[src/rtl/keypad_pkg.sv]
// -----------------------------------------------------------------------------
// keypad_pkg
// Shared types and constants for the 4x4 matrix keypad scanner.
//   db_state_t         : debounce FSM states
//   KEY_MAP            : hex code per key, indexed {row[1:0], col[1:0]}
//   RESULT_NONE        : frame result meaning "no single key seen"
//   count_lows_sat     : number of active rows in a column, saturated at 2
// A frame result is 5 bits: {none_flag, hex_code}. A key result has the flag
// clear, so comparing a result against {1'b0, code} also rejects NONE.
// -----------------------------------------------------------------------------
package keypad_pkg;

  typedef enum logic [1:0] {
    RELEASED = 2'd0,
    PRESS_DB = 2'd1,
    PRESSED  = 2'd2,
    REL_DB   = 2'd3
  } db_state_t;

  // Entry 15 is leftmost: row 3 / col 3 down to row 0 / col 0.
  localparam logic [15:0][3:0] KEY_MAP = {
    4'hD, 4'hE, 4'hF, 4'h0,   // row 3, cols 3..0
    4'hC, 4'h9, 4'h8, 4'h7,   // row 2
    4'hB, 4'h6, 4'h5, 4'h4,   // row 1
    4'hA, 4'h3, 4'h2, 4'h1    // row 0
  };

  localparam int          RESULT_W    = 5;
  localparam logic [4:0]  RESULT_NONE = 5'b1_0000;

  // Only 0, 1 or "more than one" matters for frame evaluation.
  function automatic logic [1:0] count_lows_sat(input logic [3:0] lows);
    logic [2:0] n;
    n = 3'(lows[0]) + 3'(lows[1]) + 3'(lows[2]) + 3'(lows[3]);
    return (n > 3'd2) ? 2'd2 : n[1:0];
  endfunction

endpackage

[src/rtl/sync_2ff.sv]
// -----------------------------------------------------------------------------
// sync_2ff
// Two-flop synchroniser for a bus of independent asynchronous level signals.
//   clk      in   destination clock
//   rst      in   synchronous reset, active high (loads RST_VAL)
//   i_async  in   WIDTH asynchronous inputs
//   o_sync   out  WIDTH synchronised outputs, two clk cycles of latency
// -----------------------------------------------------------------------------
module sync_2ff #(
  parameter int               WIDTH   = 1,
  parameter logic [WIDTH-1:0] RST_VAL = '0
) (
  input  logic             clk,
  input  logic             rst,
  input  logic [WIDTH-1:0] i_async,
  output logic [WIDTH-1:0] o_sync
);

  logic [WIDTH-1:0] r_meta;
  logic [WIDTH-1:0] r_sync;

  always_ff @(posedge clk) begin
    if (rst) begin
      r_meta <= RST_VAL;
      r_sync <= RST_VAL;
    end else begin
      r_meta <= i_async;
      r_sync <= r_meta;
    end
  end

  assign o_sync = r_sync;

endmodule

[src/rtl/keypad_scanner.sv]
// -----------------------------------------------------------------------------
// keypad_scanner
// Scans a 4x4 active-low matrix keypad one column at a time, forms a per-frame
// result (one key, or NONE for zero / multiple keys) and debounces it over
// DEBOUNCE_FRAMES consecutive frames.
//   clk        in   system clock
//   rst        in   synchronous reset, active high
//   row_in     in   [3:0] rows, active low, asynchronous
//   col_out    out  [3:0] column drive, active low, one bit low at a time
//   key_code   out  [3:0] hex code of accepted key, held after release
//   key_valid  out  high while an accepted key is held
//   key_pulse  out  one-cycle strobe on each newly accepted press
// -----------------------------------------------------------------------------
module keypad_scanner #(
  parameter int SCAN_TICKS      = 100000,
  parameter int DEBOUNCE_FRAMES = 3
) (
  input  logic       clk,
  input  logic       rst,
  input  logic [3:0] row_in,
  output logic [3:0] col_out,
  output logic [3:0] key_code,
  output logic       key_valid,
  output logic       key_pulse
);

  import keypad_pkg::*;

  localparam int                TICK_W    = (SCAN_TICKS > 1) ? $clog2(SCAN_TICKS) : 1;
  localparam int                CNT_W     = $clog2(DEBOUNCE_FRAMES + 1);
  localparam logic [TICK_W-1:0] TICK_LAST = TICK_W'(SCAN_TICKS - 1);
  localparam logic [CNT_W-1:0]  CNT_DONE  = CNT_W'(DEBOUNCE_FRAMES);

  function automatic logic [1:0] sat_add2(input logic [1:0] a, input logic [1:0] b);
    logic [2:0] s;
    s = {1'b0, a} + {1'b0, b};
    return (s > 3'd2) ? 2'd2 : s[1:0];
  endfunction

  // Row synchronisation: idle rows read high
  logic [3:0] w_rows_sync;

  sync_2ff #(
    .WIDTH   (4),
    .RST_VAL (4'hF)
  ) u_row_sync (
    .clk     (clk),
    .rst     (rst),
    .i_async (row_in),
    .o_sync  (w_rows_sync)
  );

  // Scan timing and per-frame accumulation
  logic [TICK_W-1:0]   r_tick;
  logic [1:0]          r_col_idx;
  logic [1:0]          r_acc_cnt;
  logic [3:0]          r_acc_idx;

  logic                w_sample;
  logic                w_frame_edge;
  logic [3:0]          w_lows;
  logic [1:0]          w_col_cnt;
  logic [1:0]          w_row_sel;
  logic [1:0]          w_tot_cnt;
  logic [3:0]          w_tot_idx;
  logic [RESULT_W-1:0] w_result;

  assign w_sample     = (r_tick == TICK_LAST);
  assign w_frame_edge = w_sample && (r_col_idx == 2'd3);
  assign w_lows       = ~w_rows_sync;
  assign w_col_cnt    = count_lows_sat(w_lows);
  assign w_tot_cnt    = sat_add2(r_acc_cnt, w_col_cnt);

  // Lowest active row; only meaningful when exactly one row is low
  always_comb begin
    w_row_sel = 2'd0;
    for (int i = 3; i >= 0; i--) begin
      if (w_lows[i]) w_row_sel = 2'(i);
    end
  end

  // The index only matters when the frame total ends at exactly one press
  assign w_tot_idx = (w_col_cnt != 2'd0) ? {w_row_sel, r_col_idx} : r_acc_idx;
  assign w_result  = (w_tot_cnt == 2'd1) ? {1'b0, KEY_MAP[w_tot_idx]} : RESULT_NONE;

  always_ff @(posedge clk) begin
    if (rst) begin
      r_tick    <= '0;
      r_col_idx <= 2'd0;
      col_out   <= 4'b1110;
      r_acc_cnt <= 2'd0;
    end else if (w_sample) begin
      r_tick    <= '0;
      r_col_idx <= r_col_idx + 2'd1;
      col_out   <= ~(4'b0001 << (r_col_idx + 2'd1));
      r_acc_cnt <= w_frame_edge ? 2'd0 : w_tot_cnt;
    end else begin
      r_tick    <= r_tick + TICK_W'(1);
    end
  end

  // Accumulated key index is data: the count alone marks it as empty
  always_ff @(posedge clk) begin
    if (w_sample) r_acc_idx <= w_tot_idx;
  end

  // Debounce FSM, stepped only on frame-evaluation edges
  db_state_t        r_state, w_state_nxt;
  logic [CNT_W-1:0] r_cnt, w_cnt_nxt, w_cnt_inc;
  logic [3:0]       r_cand, w_cand_nxt;
  logic [3:0]       w_code_nxt;
  logic             w_valid_nxt;
  logic             w_pulse_nxt;
  logic             w_is_cand;
  logic             w_is_held;

  assign w_cnt_inc = r_cnt + CNT_W'(1);
  assign w_is_cand = (w_result == {1'b0, r_cand});
  assign w_is_held = (w_result == {1'b0, key_code});

  always_comb begin
    w_state_nxt = r_state;
    w_cnt_nxt   = r_cnt;
    w_cand_nxt  = r_cand;
    w_code_nxt  = key_code;
    w_valid_nxt = key_valid;
    w_pulse_nxt = 1'b0;
    if (w_frame_edge) begin
      case (r_state)
        RELEASED: begin
          if (!w_result[4]) begin
            w_state_nxt = PRESS_DB;
            w_cand_nxt  = w_result[3:0];
            w_cnt_nxt   = CNT_W'(1);
          end
        end
        PRESS_DB: begin
          if (w_result[4]) begin
            w_state_nxt = RELEASED;
          end else if (w_is_cand) begin
            if (w_cnt_inc == CNT_DONE) begin
              w_state_nxt = PRESSED;
              w_code_nxt  = r_cand;
              w_valid_nxt = 1'b1;
              w_pulse_nxt = 1'b1;
            end else begin
              w_cnt_nxt   = w_cnt_inc;
            end
          end else begin
            // A different single key restarts the count on the new candidate
            w_cand_nxt  = w_result[3:0];
            w_cnt_nxt   = CNT_W'(1);
          end
        end
        PRESSED: begin
          if (!w_is_held) begin
            w_state_nxt = REL_DB;
            w_cnt_nxt   = CNT_W'(1);
          end
        end
        REL_DB: begin
          if (w_is_held) begin
            w_state_nxt = PRESSED;
          end else if (w_cnt_inc == CNT_DONE) begin
            w_state_nxt = RELEASED;
            w_valid_nxt = 1'b0;
          end else begin
            w_cnt_nxt   = w_cnt_inc;
          end
        end
        default: w_state_nxt = RELEASED;
      endcase
    end
  end

  always_ff @(posedge clk) begin
    if (rst) begin
      r_state   <= RELEASED;
      r_cnt     <= '0;
      key_code  <= 4'h0;
      key_valid <= 1'b0;
      key_pulse <= 1'b0;
    end else begin
      r_state   <= w_state_nxt;
      r_cnt     <= w_cnt_nxt;
      key_code  <= w_code_nxt;
      key_valid <= w_valid_nxt;
      key_pulse <= w_pulse_nxt;
    end
  end

  always_ff @(posedge clk) begin
    r_cand <= w_cand_nxt;
  end

endmodule

[config.mk]
export PLATFORM = sky130hd
export DESIGN_NAME = keypad_scanner
export DESIGN_NICKNAME = d
export VERILOG_FILES = /design/src/rtl/keypad_pkg.sv /design/src/rtl/sync_2ff.sv /design/src/rtl/keypad_scanner.sv
export SDC_FILE = /design/constraint.sdc
export NUM_CORES = 1
export LEC_CHECK = 0
export ABC_CLOCK_PERIOD_IN_PS = 4350
export BUFFER_PORTS_ARGS = -buffer_cell sky130_fd_sc_hd__buf_4
export CORE_MARGIN = 1.5
export CORE_UTILIZATION = 35
export DETAILED_ROUTE_END_ITERATION = 16
export MAX_ROUTING_LAYER = met4
export PLACE_DENSITY_LB_ADDON = 0.15
export SETUP_SLACK_MARGIN = 0.15
export SLEW_MARGIN = 20
export SYNTH_ARGS = -nofsm -noshare
export SYNTH_HDL_FRONTEND = slang
export SYNTH_HIERARCHICAL = 1
export SYNTH_SLANG_ARGS = --single-unit
[constraint.sdc]
create_clock -name clk -period 4.35 [get_ports clk]
set_clock_uncertainty 0.1 [all_clocks]
set_input_delay 0.87 -clock clk [delete_from_list [all_inputs] [get_ports clk]]
set_output_delay 0.87 -clock clk [all_outputs]
set_load 0.005 [all_outputs]
After elaboration in Yosys (flattened, before gate mapping)
Memories as Yosys holds them, arrays and structs flattened.
Cells that the tools add are included.
Operators by class
  $add $sub $neg: 7
  magnitude comparators: 3
  equality and inequality tests: 20
  shifts and indexed selects: 1
  multiplexer cells: 35
  bitwise operators: 6
  reduce and logical (&&, ||, !) cells: 12
Operator list (count)
  2-to-1 mux 2 bit: 19
  2-to-1 mux 4 bit: 5
  adder 17 x 1 -> 17 bit (second input constant): 1
  equality test 17 bit (second input constant): 1
  inequality test 2 bit (second input constant): 8
  case mux 2 bit (4 select lines): 2
  AND reduction 5 bit: 3
  equality test 5 x 4 -> 1 bit: 2
  inequality test 3 bit (second input constant): 3
  equality test 2 bit (second input constant): 4
  NOT 4 bit: 2
  case mux 4 bit (2 select lines): 1
  AND reduction 7 bit: 1
  > comparator 3 x 2 -> 1 bit (second input constant): 2
  2-to-1 mux 1 bit: 6
  AND reduction 6 bit: 1
  nonzero test 2 bit: 3
  < comparator 4 x 5 -> 1 bit (second input constant): 1
  2-to-1 mux 5 bit: 1
  OR reduction 5 bit: 1
  adder 2 x 1 -> 2 bit (second input constant): 2
  equality test 2 x 1 -> 1 bit (second input constant): 2
  NOT 1 bit: 4
  << shifter 1 x 2 -> 4 bit (first input constant): 1
  8 further kinds: 8
Storage, ports and cells
  bits in registers: 51
  ROM bits: 64
  output and inout port bits: 10
  memories: 1
Memory list
  (name not given): depth 16, width 4, read ports 1, clocked after memory_dff 0, write ports 0, line keypad_scanner.sv:84  | assign w_result = (w_tot_cnt == 2'd1) ? {1'b0, KEY_MAP[w_tot_idx]} : RESULT_NONE;

Longest topological paths before layout
Gate-level depths: netlist of the first run.
  depth in word-level cells: 15
  mapped depth: 18
  depth with buffers taken out: 17

Cells and area by module
Netlist of the first run, hierarchy kept.
Modules (own cells, without submodules)
  keypad_scanner: times used 1, cells each 303, area an instance 2691.3 µm², seq. area each 940.9 µm²
  sync_2ff: times used 1, cells each 16, area an instance 210.2 µm², seq. area each 160.2 µm²

Least setup slack after synthesis of the first run
No wires, ideal clock.
  path type: register to register
  start point: register u_row_sync.r_sync[1], in the netlist u_row_sync/o_sync[1]
  end point: register r_cand[0], enable pin
  setup time: 0.373 ns
  arrival time: 3.663 ns
  data required time: 3.877 ns
  slack: 0.214 ns
  stages on the path, launching flop included: 17
  buffers on the path: 1
  clock period less this slack: 4.136 ns
  cell sequence: dfxtp_1 > inv_1 > fa_1 > ha_1 > inv_1 > ha_1 > a21boi_4 > buf_2 > nand2_1 > o21ai_0 > ha_1 > a21boi_2 > nor4_4 > o21ai_1 > nand4bb_4 > nor2_1 > a2111oi_2
Between the ends
  word-level cells in the longest chain between the ends: 14
  elaborated cells on any way between the ends: 22
Ends and longest elaborated chain
  start: declaration: line sync_2ff.sv:20  | logic [WIDTH-1:0] r_sync;
  start signal: assignment: line sync_2ff.sv:28  | r_sync <= r_meta;
  NOT 4 bit (*): line keypad_scanner.sv:70  | assign w_lows = ~w_rows_sync;
  adder 1 x 1 -> 2 bit (*): line keypad_pkg.sv:34  | n = 3'(lows[0]) + 3'(lows[1]) + 3'(lows[2]) + 3'(lows[3]);
  adder 2 x 1 -> 3 bit (*): line keypad_pkg.sv:34
  adder 3 x 1 -> 3 bit (*): line keypad_pkg.sv:34
  > comparator 3 x 2 -> 1 bit: line keypad_pkg.sv:35  | return (n > 3'd2) ? 2'd2 : n[1:0];
  2-to-1 mux 2 bit (*): line keypad_pkg.sv:35
  nonzero test 2 bit (*): line keypad_scanner.sv:83  | assign w_tot_idx = (w_col_cnt != 2'd0) ? {w_row_sel, r_col_idx} : r_acc_idx;
  2-to-1 mux 4 bit (*): line keypad_scanner.sv:83
  named net w_tot_idx[0]: line keypad_scanner.sv:65  | logic [3:0] w_tot_idx;
  memory read (16 x 4 bit) (*)
  2-to-1 mux 4 bit (implied by the code) (*): line keypad_scanner.sv:84
  2-to-1 mux 5 bit (*): line keypad_scanner.sv:84
  equality test 5 x 4 -> 1 bit (*): line keypad_scanner.sv:118  | assign w_is_cand = (w_result == {1'b0, r_cand});
  inequality test 2 bit (no source line) (*)
  AND reduction 5 bit (no source line) (*)
  end signal: assignment: line keypad_scanner.sv:193  | r_cand <= w_cand_nxt;
  end: declaration: line keypad_scanner.sv:110  | logic [3:0] r_cand, w_cand_nxt;
Mark *: on every way through the listed nets, which the timed path passes. The rest lies on a longest branch. The select of a mux whose other input is x is not followed.
A chain may end at the register's enable or synchronous reset.

Worst setup path after layout of the first run
  start point: register u_row_sync.r_sync[0], in the netlist u_row_sync/o_sync[0]
  end point: register r_cand[3], enable pin
Between the ends
  word-level cells in the longest chain between the ends: 14
  elaborated cells on any way between the ends: 21
Ends and longest elaborated chain (line)
  NOT 4 bit (*): keypad_scanner.sv:70
  adder 1 x 1 -> 2 bit: keypad_pkg.sv:34
  adder 2 x 1 -> 3 bit: keypad_pkg.sv:34
  adder 3 x 1 -> 3 bit: keypad_pkg.sv:34
  > comparator 3 x 2 -> 1 bit: keypad_pkg.sv:35
  2-to-1 mux 2 bit: keypad_pkg.sv:35
  adder 2 x 2 -> 3 bit / nonzero test 2 bit (equally long branches): keypad_scanner.sv:36, keypad_scanner.sv:83
  > comparator 3 x 2 -> 1 bit / 2-to-1 mux 4 bit (equally long branches): keypad_scanner.sv:37, keypad_scanner.sv:83
  2-to-1 mux 2 bit / memory read (16 x 4 bit) (equally long branches)
  equality test 2 x 1 -> 1 bit / 2-to-1 mux 4 bit (equally long branches): keypad_scanner.sv:84
  2-to-1 mux 5 bit (*): keypad_scanner.sv:84
  equality test 5 x 4 -> 1 bit: keypad_scanner.sv:118
  inequality test 2 bit (no source line)
  AND reduction 5 bit (no source line) (*)
Mark *: on every way between the ends. The rest lies on a longest branch, timed or not. The select of a mux whose other input is x is not followed.

==> results of run 1 <==
==> kinds of logic after synthesis <==
group | share of synthesized area [%]
compound gates | 14.9
mux | 3.10
buf+inv | 5.39
flops | 37.9
fa+ha+maj | 6.12
xor+xnor | 6.51
simple gates | 26.0
==> state kept, by name, indices dropped and copies added (netlist names) <==
signal             flops
col_out                4
key_code               4
key_pulse              1
key_valid              1
r_acc_cnt              2
r_acc_idx              4
r_cand                 4
r_cnt                  2
r_col_idx              2
r_state                2
r_tick                17
u_row_sync/o_sync      4
u_row_sync/r_meta      4
==> area by class of cell <==
class	instances	area [µm²]	area share [%]
Sequential cell	51	1100	33.1
Clock inverter	3	26.3	0.790
Multi-Input combinational cell	236	1720	51.7
Inverter	18	67.6	2.03
Timing Repair Buffer	28	210	6.32
Tap cell	105	131	3.95
Clock buffer	5	68.8	2.07
==> stage by stage <==
stage / worst slack [ps] / total power, mW / utilization [%] / cells
after CTS: 179 / 0.930 / 39.6 / 442
after global routing: 141 / 0.979 / 40.9 / 446
after floorplan: 214 / 0.598 / - / 319
final: 404 / 0.928 / 40.9 / 446
after global placement: 179 / 0.624 / 38.4 / 434
after detailed placement: 175 / 0.623 / 38.4 / 434
==> power breakdown <==
part | total (mW) | leakage (nW) | switching (mW) | internal [mW]
clock network | 0.297 | 0.0495 | 0.177 | 0.120
logic | 0.141 | 0.783 | 0.0818 | 0.0596
registers | 0.490 | 0.420 | 0.00463 | 0.485
total | 0.928 | 1.25 | 0.263 | 0.665
==> synth_stat cells (2+ instances only) <==
master,n
clkbuf_1,7
buf_6,3
o21ai_0,13
o31ai_1,2
nand4_1,4
a211oi_1,2
a21oi_1,15
nor2_1,38
xor2_1,10
nand2_1,24
o21ai_1,3
edfxtp_1,8
dfxtp_1,43
nor4_4,2
and2_1,2
a31oi_2,2
and3_1,6
nor3_1,8
or3_1,7
nand2b_1,5
or2_1,8
a21bo_1,2
ha_1,11
o2111ai_1,2
xnor2_1,9
nand3_1,17
nand3b_1,5
nor3b_1,2
inv_1,18
fa_1,2
mux2i_1,9
==> final timing paths <==
kind                              from                    to  slack [ps]  cells after the start
setup / recovery  u_row_sync/o_sync[0]             r_cand[3]         400                     14
hold / removal    u_row_sync/r_meta[3]  u_row_sync/o_sync[3]         310                      1
setup reg to reg  u_row_sync/o_sync[0]             r_cand[3]         400                     14
hold reg to reg   u_row_sync/r_meta[3]  u_row_sync/o_sync[3]         310                      1
==> timing repair <==
action                                  4_1_cts  5_1_grt
setup buffers                                 0        4
endpoints found under the setup margin        0       14
gates resized for setup                       0       13
==> cells in the final DEF (no fill, tap or decap), types with 9 or more instances in the layout <==
master / n
o21ai_0: 13
nand3_1: 16
nand2_1: 24
ha_1: 9
nor2_1: 38
xor2_1: 10
xnor2_1: 9
inv_1: 18
dfxtp_1: 42
a21oi_1: 14
buf_4: 28
mux2i_1: 9
==> worst register-to-register path, cell delays in order (launching register included) <==
cell       delay [ps]
dfxtp_2           360
inv_1              90
fa_1              490
ha_1              190
inv_1             130
ha_4              190
nand3_1           100
fa_1              540
nand3_1            90
or4_1             470
o2111ai_1         110
nand4bb_4         190
nor2_1             80
a2111oi_2         360
buf_4             200
==> per-layer routing <==
metal	global-route usage [%]	wire length, µm	vias to the layer above
met4	5.47	94	0
li1	-	-	1155
met2	23.2	2790	42
met5	-	0	-
met1	19.9	2890	1049
met3	2.91	243	4
==> metrics.txt, run 1 <==
status finished clean; CP delay by family, top adder cells; Max Clk Rate 253 MHz; routability cong. 0.867; layout cell share with drive strength beyond 1 17.3%; slowest stage delay, CP 540 ps; Hold Fails Final Rpt 0; Area contributors post-synth dfxtp_1 30%, edfxtp_1 8.3%, nor2_1 4.9%; Via density 5.04; Root Buffer clkbuf_8; EDFF count, synth 8; CTS clk-pin slew, worst paths 100 ps; asr flop ratio synth 0%; RSZ-0062 raised after global routing false; DRT Pass-1 Iters 4; Setup CP Type register to register; Slowest-stage cell, CP fa_1; Post-DP HPWL 4.33 mm; DRT iter0 DRCs 95; Core ar. 0.00813 mm²; crit share post-route 90.7%; Via Count 2250; Die ar. 0.00885 mm²; All-Layer GR Usage 15.1%; Yosys top cell area share 29.7%; Yosys reg bits 51; Initial Utilization 35.7%; worst hold path class register to register; Post-DP Area 0.00312 mm²; initial antenna violation count 0; DRT antenna net count 0; GRT overflow 0; nets 359; synth unique cells 61; drt wl/cell 13.5 µm; DRT Wirelength 6.02 mm; Die Y 94.1 µm; worst-margin pin slew 518 ps; Max-cap violations 0; hold slack 309 ps; Syn-to-layout area delta 14.6%; syn_nets 338; CTS buffer count 5; Mapped Cells 319; final instance area 0.00333 mm²; critical path buffer and inverter count 3; Cell Pwr Density 279 mW/mm²; synthesized area per cell 9.10 µm²; IO Port Bufs 15; Slew Limit Fails 0; TritonCTS clock tree built; Rows 33; startpoint types register; sequential area share after synthesis 37.9%; CTS H-tree depth 2; Top-Level Pins 16; hold bufs inserted after CTS 0; Crit. End Element register; Final setup viols 0; critical path required time 4290 ps; pin count of the biggest net entering global routing 28; die span in x 94.1 µm; first-pass GRT wire length 10.2 mm; Fillers 817; ant diodes 0; Synth warnings 6; CTS Sinks 51; worst-skew pair later-pin latency 310 ps; Leak 1.25 nW; Critical Path AT 3880 ps; drt drc 0; ys flop type dfxtp_1; TNS Setup 0 ps; CTS max path bufs 2; post-layout min period 3950 ps; VDD IR max 0.125 mV; vias in the first global route 2112; Rel. slew slack 65.2%; Syn Std Cell Area 0.00290 mm²; CP cell instances inv_1 -> fa_1 -> ha_1 -> inv_1 -> ha_4 -> nand3_1 -> fa_1 -> nand3_1 -> or4_1 -> o2111ai_1 -> nand4bb_4 -> nor2_1 -> a2111oi_2 -> buf_4; worst-path fanout max 5; Yosys top cell by area dfxtp_1
No activity file was read; power rests on OpenSTA's default activity.
==> run 2, diff against run 1 <==
--- a/config.mk
+++ b/config.mk
@@ -16,5 +16,5 @@
 export SLEW_MARGIN = 20
 export SYNTH_ARGS = -nofsm -noshare
 export SYNTH_HDL_FRONTEND = slang
-export SYNTH_HIERARCHICAL = 1
 export SYNTH_SLANG_ARGS = --single-unit
+export TNS_END_PERCENT = 5
==> run 2 against run 1 <==
Compared with the run above: combinational power is 3% lower; final cell count is 2.0% lower; critical endpoint is now r_cnt[1]; setup slack worse by 56 ps.
==> metrics.txt, run 2 <==
status finished clean; Root Buffer clkbuf_8; CP cell instances inv_1 -> fa_1 -> ha_1 -> inv_2 -> ha_4 -> a21boi_4 -> buf_4 -> o21ai_2 -> ha_2 -> a221o_2 -> nor3_4 -> buf_4 -> mux2_2 -> o311a_4 -> nand2b_1 -> a21oi_1; syn_nets 337 (-0.30%); GRT overflow 0 (unchanged); Fillers 808 (-1.1%); Yosys top cell area share 30.1% (+0.45 points); sw power 0.253 mW (-4.1%); routability cong. 0.830 (-4.2%); Reg2Reg Depth 16 (+2); hold bufs inserted after CTS 0 (unchanged); Clk pwr share 35.4% (+3.4 points); die span in x 93.4 µm (-0.73%); synth unique cells 64 (+4.9%); Rows 32 (-3.0%); RSZ-0062 raised after global routing false; max reg flops 17 (unchanged); vias in the first global route 2181 (+3.3%); register with the most flip-flops r_tick; critical path required time 4500 ps (+210 ps); most frequent cells in the layout 43 x dfxtp_1, 40 x nor2_1, 28 x nand2_1, 23 x buf_4, 15 x inv_1; worst-path fanout max 5 (unchanged); sequential area share after synthesis 38.5% (+0.58 points); Slowest-stage cell, CP fa_1; CTS H-tree depth 2 (unchanged); Via density 5.18 (+2.6%); Slew Limit Fails 0 (unchanged); VDD IR max 0.132 mV (+5.1%); worst-skew pair later-pin latency 310 ps (about the same); worst-margin pin slew 503 ps (-15.2 ps); Max Clk Rate 250 MHz (-1.4%); Post-DP HPWL 4.14 mm (-4.4%); Syn Std Cell Area 0.00286 mm² (-1.5%); r2r setup slk 350 ps (-60 ps); worst hold path class register to register; Initial Utilization 36.6% (+0.93 points); Mapped Cells 318 (-0.31%); drt drc 0 (unchanged); layout cell share with drive strength beyond 1 18.5% (+1.2 points); CTS buffer count 5 (unchanged); initial antenna violation count 0 (unchanged); Int Pwr 0.717 mW (+7.9%); pin count of the biggest net entering global routing 28 (unchanged); CTS Sinks 51 (unchanged); EDFF count, synth 8 (unchanged); Yosys reg bits 51 (unchanged); Flop pwr share 50.5% (-2.3 points); most instantiated cells after synthesis 43 x dfxtp_1, 40 x nor2_1, 28 x nand2_1, 16 x inv_1; Syn-to-layout area delta 14.4%; DRT Pass-1 Iters 4 (unchanged); most used cell, CP buf_4; DRT iter0 DRCs 89 (-6.3%); Final setup viols 0 (unchanged); Placed Instances 427 (-1.6%); ant diodes 0 (unchanged); asr flop ratio synth 0% (unchanged); Hold Crit Start u_row_sync.r_meta[2]; TNS Setup 0 ps (unchanged); Critical Path AT 4150 ps (+270 ps); Rel. slew slack 66.1% (+0.86 points); synthesized area per cell 8.99 µm² (-1.2%); reg2reg end r_cnt[1]; Combinational Power Share 14.1% (-1.1 points); Leak 1.29 nW (+2.9%); post-layout min period 4000 ps (+56.3 ps); slowest stage delay, CP 550 ps (about the same); ys flop type dfxtp_1; IO Port Bufs 15 (unchanged); r2r startpoint u_row_sync.o_sync[0]; Synth warnings 0 (-6); TritonCTS clock tree built; drt wl/cell 13.5 µm (-0.21%); sw frac 26.1% (-2.3 points); Crit. End Element register; Max-cap violations 0 (unchanged); CTS clk-pin slew, worst paths 100 ps (about the same); first-pass GRT wire length 10.2 mm (+0.61%); Setup CP Type register to register; hold depth 1 (unchanged); non-filler cells, final 437 (-2.0%); Die Y 93.4 µm (-0.73%); Top-Level Pins 16 (unchanged); Yosys top cell by area dfxtp_1; Die ar. 0.00872 mm² (-1.5%); DRT antenna net count 0 (unchanged); All-Layer GR Usage 15.1% (about the same); nets 353 (-1.7%); Core ar. 0.00781 mm² (-4.0%); Hold Fails Final Rpt 0 (unchanged); Via Count 2262 (+0.53%); crit share post-route 92.0% (+1.3 points); startpoint types register; Worst Hold End u_row_sync.o_sync[2]; commonest non-fill, non-tap cell in the layout dfxtp_1; DRT Wirelength 5.89 mm (-2.2%); CTS max path bufs 2 (unchanged); Area contributors post-synth dfxtp_1 30%, edfxtp_1 8.4%, nor2_1 5.3%; Cell Pwr Density 297 mW/mm² (+6.3%); most frequent cell after synthesis dfxtp_1
-- run 2: cell count changes in the layout (fill, tap and decap cells not counted), sizes merged, moves of 3 or more --
cell     previous run  this run
nand3              17        13
a21oi              16        13
or3                 7         3
buf                28        23
nor4b               0         3
inv                21        18
a21o                0         3
nand2              24        28
nand3b              5         1
a221o               0         4
o21ai              16        13
o2111ai             3         0
-- run 2: how the worst max path moves through the flow --
stage	startpoint	endpoint	depth (start not counted)
finish	u_row_sync.o_sync[0]	r_cnt[1]	16
global route	u_row_sync.o_sync[0]	r_cand[3]	16
CTS	u_row_sync.o_sync[0]	r_cnt[1]	16
detailed placement	u_row_sync.o_sync[0]	r_cand[3]	14
global placement	u_row_sync.o_sync[0]	r_cand[1]	16
floorplan	u_row_sync.o_sync[0]	r_cand[0]	16
-- run 2: routing by layer --
layer	part of all wire, %	wire length (µm)	track usage (%)	vias to the layer above
li1	-	-	-	1152
met1	47	2800	19.0	1070
met2	48	2800	24.1	33
met3	3.2	186	3.01	7
met4	1.8	105	5.68	0
met5	0	0	-	-
-- run 2: logic make-up after synthesis --
kind of cell | after synthesis | share of synthesized area [%]
AND/OR/NAND/NOR | 135 | 24.3
AO/OA/AOI/OAI | 59 | 15.7
flip-flops | 51 | 38.5
buffers and inverters | 30 | 5.12
XOR/XNOR | 20 | 6.61
adder cells (fa/ha/maj) | 13 | 6.22
multiplexers | 10 | 3.55
-- run 2: power groups by stage --
stage	combinational (mW)	clock [mW]	sequential [mW]
final	0.137	0.343	0.490
after global routing	0.151	0.377	0.491
after CTS	0.126	0.359	0.490
after detailed placement	0.124	0	0.501
after global placement	0.125	0	0.501
after floorplan	0.0975	0	0.500
-- run 2: worst max-delay path, delay by kind of cell (launching register included) --
| kind | cells | cell delay, ps |
|---|---|---|
| AO/OA/AOI/OAI | 5 | 1130 |
| adder cells (fa/ha/maj) | 4 | 1170 |
| buffers and inverters | 4 | 470 |
| flip-flops | 1 | 340 |
| multiplexers | 1 | 370 |
| AND/OR/NAND/NOR | 2 | 350 |
-- run 2: through the flow --
| step | instance area (µm²) | power (mW) | setup WS (ps) | util, % | hold slack, ps |
|---|---|---|---|---|---|
| 6_report | 3270 | 0.970 | 348 | 41.9 | 320 |
| 5_1_grt | 3270 | 1.02 | 140 | 41.9 | 345 |
| 4_1_cts | 3190 | 0.974 | 267 | 40.9 | 326 |
| 3_5_place_dp | 3060 | 0.625 | 114 | 39.2 | 298 |
| 3_3_place_gp | 3060 | 0.626 | 248 | 39.2 | 296 |
| 2_1_floorplan | 2860 | 0.597 | 227 | - | 289 |
-- run 2: cell type report --
type                       instances  area [µm²]  area share, %
inverter                          16        60.1           1.84
clock buffer                       5        68.8           2.10
multi-input combinational        237        1690           51.8
timing repair buffer              23         173           5.28
clock inverter                     3        45.0           1.38
sequential                        51        1100           33.7
tap                              102         128           3.90
-- run 2: repair_timing --
| item | CTS | global route |
|---|---|---|
| setup buffers | 1 | 1 |
| pin swaps | 1 | 2 |
| resized for setup | 1 | 14 |
| endpoints found under the setup margin | 4 | 10 |
==> run 3, diff against run 2 <==
--- a/config.mk
+++ b/config.mk
@@ -8,7 +8,8 @@
 export ABC_CLOCK_PERIOD_IN_PS = 4350
 export BUFFER_PORTS_ARGS = -buffer_cell sky130_fd_sc_hd__buf_4
 export CORE_MARGIN = 1.5
-export CORE_UTILIZATION = 35
+export CORE_UTILIZATION = 55
+export CTS_BUF_LIST = sky130_fd_sc_hd__clkbuf_4 sky130_fd_sc_hd__clkbuf_8 sky130_fd_sc_hd__clkbuf_16
 export DETAILED_ROUTE_END_ITERATION = 16
 export MAX_ROUTING_LAYER = met4
 export PLACE_DENSITY_LB_ADDON = 0.15
==> constraint.sdc (replaced) <==
create_clock -name clk -period 4.35 [get_ports clk]
set_clock_uncertainty 0.1 [all_clocks]
set_input_delay 0.6525 -clock clk [delete_from_list [all_inputs] [get_ports clk]]
set_output_delay 0.6525 -clock clk [all_outputs]
set_load 0.005 [all_outputs]
==> run 3 against run 2 <==
Compared with the run above: global-route usage rose by 7.1 points; combinational power barely moved; clock-buffer cell count is 1 higher; sequential power about the same; hold slack worse by 14 ps; critical endpoint is now r_cand[0]; largest cell class unchanged.
==> metrics.txt, run 3 (synthesis gave the netlist of run 2 again) <==
sw frac 25.8% (-0.29 points); post-layout min period 4030 ps (+28.1 ps); Top-Level Pins 16 (unchanged); Cell Pwr Density 280 mW/mm² (-5.7%); first-pass GRT wire length 9.25 mm (-9.6%); Via density 5.48 (+5.9%); DRT iter0 DRCs 199 (+120%); Final Util 63.4% (+22 points); routability cong. 0.839 (+1.0%); Die ar. 0.00564 mm² (-35%); sw power 0.231 mW (-8.8%); worst-path fanout max 6 (+1); Via Count 2236 (-1.1%); Combinational Power Share 15.6% (+1.5 points); Initial Utilization 56.7% (+20 points); Root Buffer clkbuf_8; GRT overflow 0 (unchanged); pin count of the biggest net entering global routing 28 (unchanged); hold depth 1 (unchanged); slowest stage delay, CP 470 ps (-80 ps); most frequent cells in the layout 43 x dfxtp_1, 40 x nor2_1, 28 x nand2_1, 26 x buf_4, 15 x inv_1; Post-DP Area 0.00302 mm² (-1.3%); IO Port Bufs 15 (unchanged); Core ar. 0.00504 mm² (-35%); most used cell, CP ha_2; RSZ-0062 raised after global routing false; CTS H-tree depth 2 (unchanged); crit share post-route 92.6% (+0.65 points); CTS buffer count 5 (unchanged); nets 356 (+0.85%); CTS Sinks 51 (unchanged); Rel. slew slack 63.4% (-2.7 points); drt wl/cell 13.9 µm (+3.2%); register with the most flip-flops r_tick; Max Clk Rate 248 MHz (-0.70%); Int Pwr 0.664 mW (-7.4%); max reg flops 17 (unchanged); r2r setup slk 320 ps (-30 ps); Max-cap violations 0 (unchanged); VDD IR max 0.213 mV (+62%); TritonCTS clock tree built; CTS max path bufs 2 (unchanged); die span in x 75.1 µm (-20%); Hold Crit Start u_row_sync.r_meta[3]; reg2reg end r_cand[0]; status finished clean; Worst Hold End u_row_sync.o_sync[3]; DRT antenna net count 0 (unchanged); worst-skew pair later-pin latency 300 ps (about the same); final instance area 0.00320 mm² (-2.1%); vias in the first global route 2014 (-7.7%); ant diodes 0 (unchanged); commonest non-fill, non-tap cell in the layout dfxtp_1; r2r startpoint u_row_sync.o_sync[0]; Slew Limit Fails 0 (unchanged); worst-margin pin slew 546 ps (+43.1 ps); worst hold path class register to register; final total power 0.895 mW (-7.8%); TNS Setup 0 ps (unchanged); Crit. End Element register; Rows 26 (-19%); initial antenna violation count 0 (unchanged); Slowest-stage cell, CP fa_1; Hold Fails Final Rpt 0 (unchanged); Die Y 75.1 µm (-20%); hold bufs inserted after CTS 0 (unchanged); Post-DP HPWL 3.95 mm (-4.6%); Clk pwr share 29.7% (-5.7 points); Critical Path AT 4000 ps (-150 ps); DRT Wirelength 5.67 mm (-3.7%); Flop pwr share 54.8% (+4.3 points); critical path required time 4320 ps (-180 ps); CP cell instances inv_2 -> fa_1 -> ha_1 -> inv_1 -> ha_2 -> a21boi_4 -> nand2_1 -> o21ai_2 -> ha_2 -> a221o_2 -> a2bb2o_1 -> a211o_1 -> nor4b_4 -> a2111oi_2 -> buf_4; Leak 1.29 nW (-0.15%); Final setup viols 0 (unchanged); All-Layer GR Usage 22.2% (+7.1 points); Setup CP Type register to register; Reg2Reg Depth 15 (-1); layout cell share with drive strength beyond 1 19.2% (+0.72 points); startpoint types register; CTS clk-pin slew, worst paths 90 ps (about the same); Syn-to-layout area delta 12.0%; Fillers 423 (-48%); DRT Pass-1 Iters 4 (unchanged); drt drc 0 (unchanged)
[run 3: power groups by stage]
stage                     registers [mW]  clock network (mW)  logic [mW]
after floorplan                    0.500                   0      0.0975
after global placement             0.501                   0       0.121
after detailed placement           0.501                   0       0.121
after CTS                          0.490               0.275       0.123
after global routing               0.491               0.290       0.155
final                              0.490               0.265       0.139
[run 3: layer usage]
metal	routed length (µm)	vias up	global-route usage [%]
met4	80	0	6.87
met5	0	-	-
met1	2670	1042	28.5
met3	172	10	3.75
met2	2750	32	35.9
li1	-	1152	-
[run 3: cell type report]
cell class | count | area, µm² | share of cell area [%]
multi-input combinational | 237 | 1670 | 52.1
sequential | 51 | 1100 | 34.4
timing repair buffer | 26 | 195 | 6.10
tap | 70 | 87.6 | 2.74
clock buffer | 6 | 76.3 | 2.39
inverter | 16 | 60.1 | 1.88
clock inverter | 2 | 11.3 | 0.352
[run 3: worst max-delay path: cells and delay by family, from the launching register on]
| kind | cells | cell delay [ps] |
|---|---|---|
| AO/OA/AOI/OAI | 6 | 1470 |
| flip-flops | 1 | 360 |
| adder cells (fa/ha/maj) | 4 | 1150 |
| buffers and inverters | 3 | 320 |
| AND/OR/NAND/NOR | 2 | 390 |
[run 3: what timing repair did]
item / 4_1_cts / 5_1_grt
pin swaps: 1 / 3
resized for setup: 1 / 11
endpoints found under the setup margin: 4 / 14
buffers inserted: 1 / 4
[run 3: stage by stage]
step	hold WS (ps)	cells	setup slack (ps)
after floorplan	289	318	227
after global placement	293	395	215
after detailed placement	295	395	81.5
after CTS	314	404	202
after global routing	342	408	114
final	306	408	320
[run 3: worst max-delay path by stage]
stage	from	to	slack (ps)	cells after the start
floorplan	u_row_sync.o_sync[0]	r_cand[0]	230	16
CTS	u_row_sync.o_sync[0]	r_cnt[0]	200	15
detailed placement	u_row_sync.o_sync[0]	r_cand[1]	80	14
finish	u_row_sync.o_sync[0]	r_cand[0]	320	15
global placement	u_row_sync.o_sync[0]	r_cand[1]	220	16
global route	u_row_sync.o_sync[0]	r_cand[1]	110	17
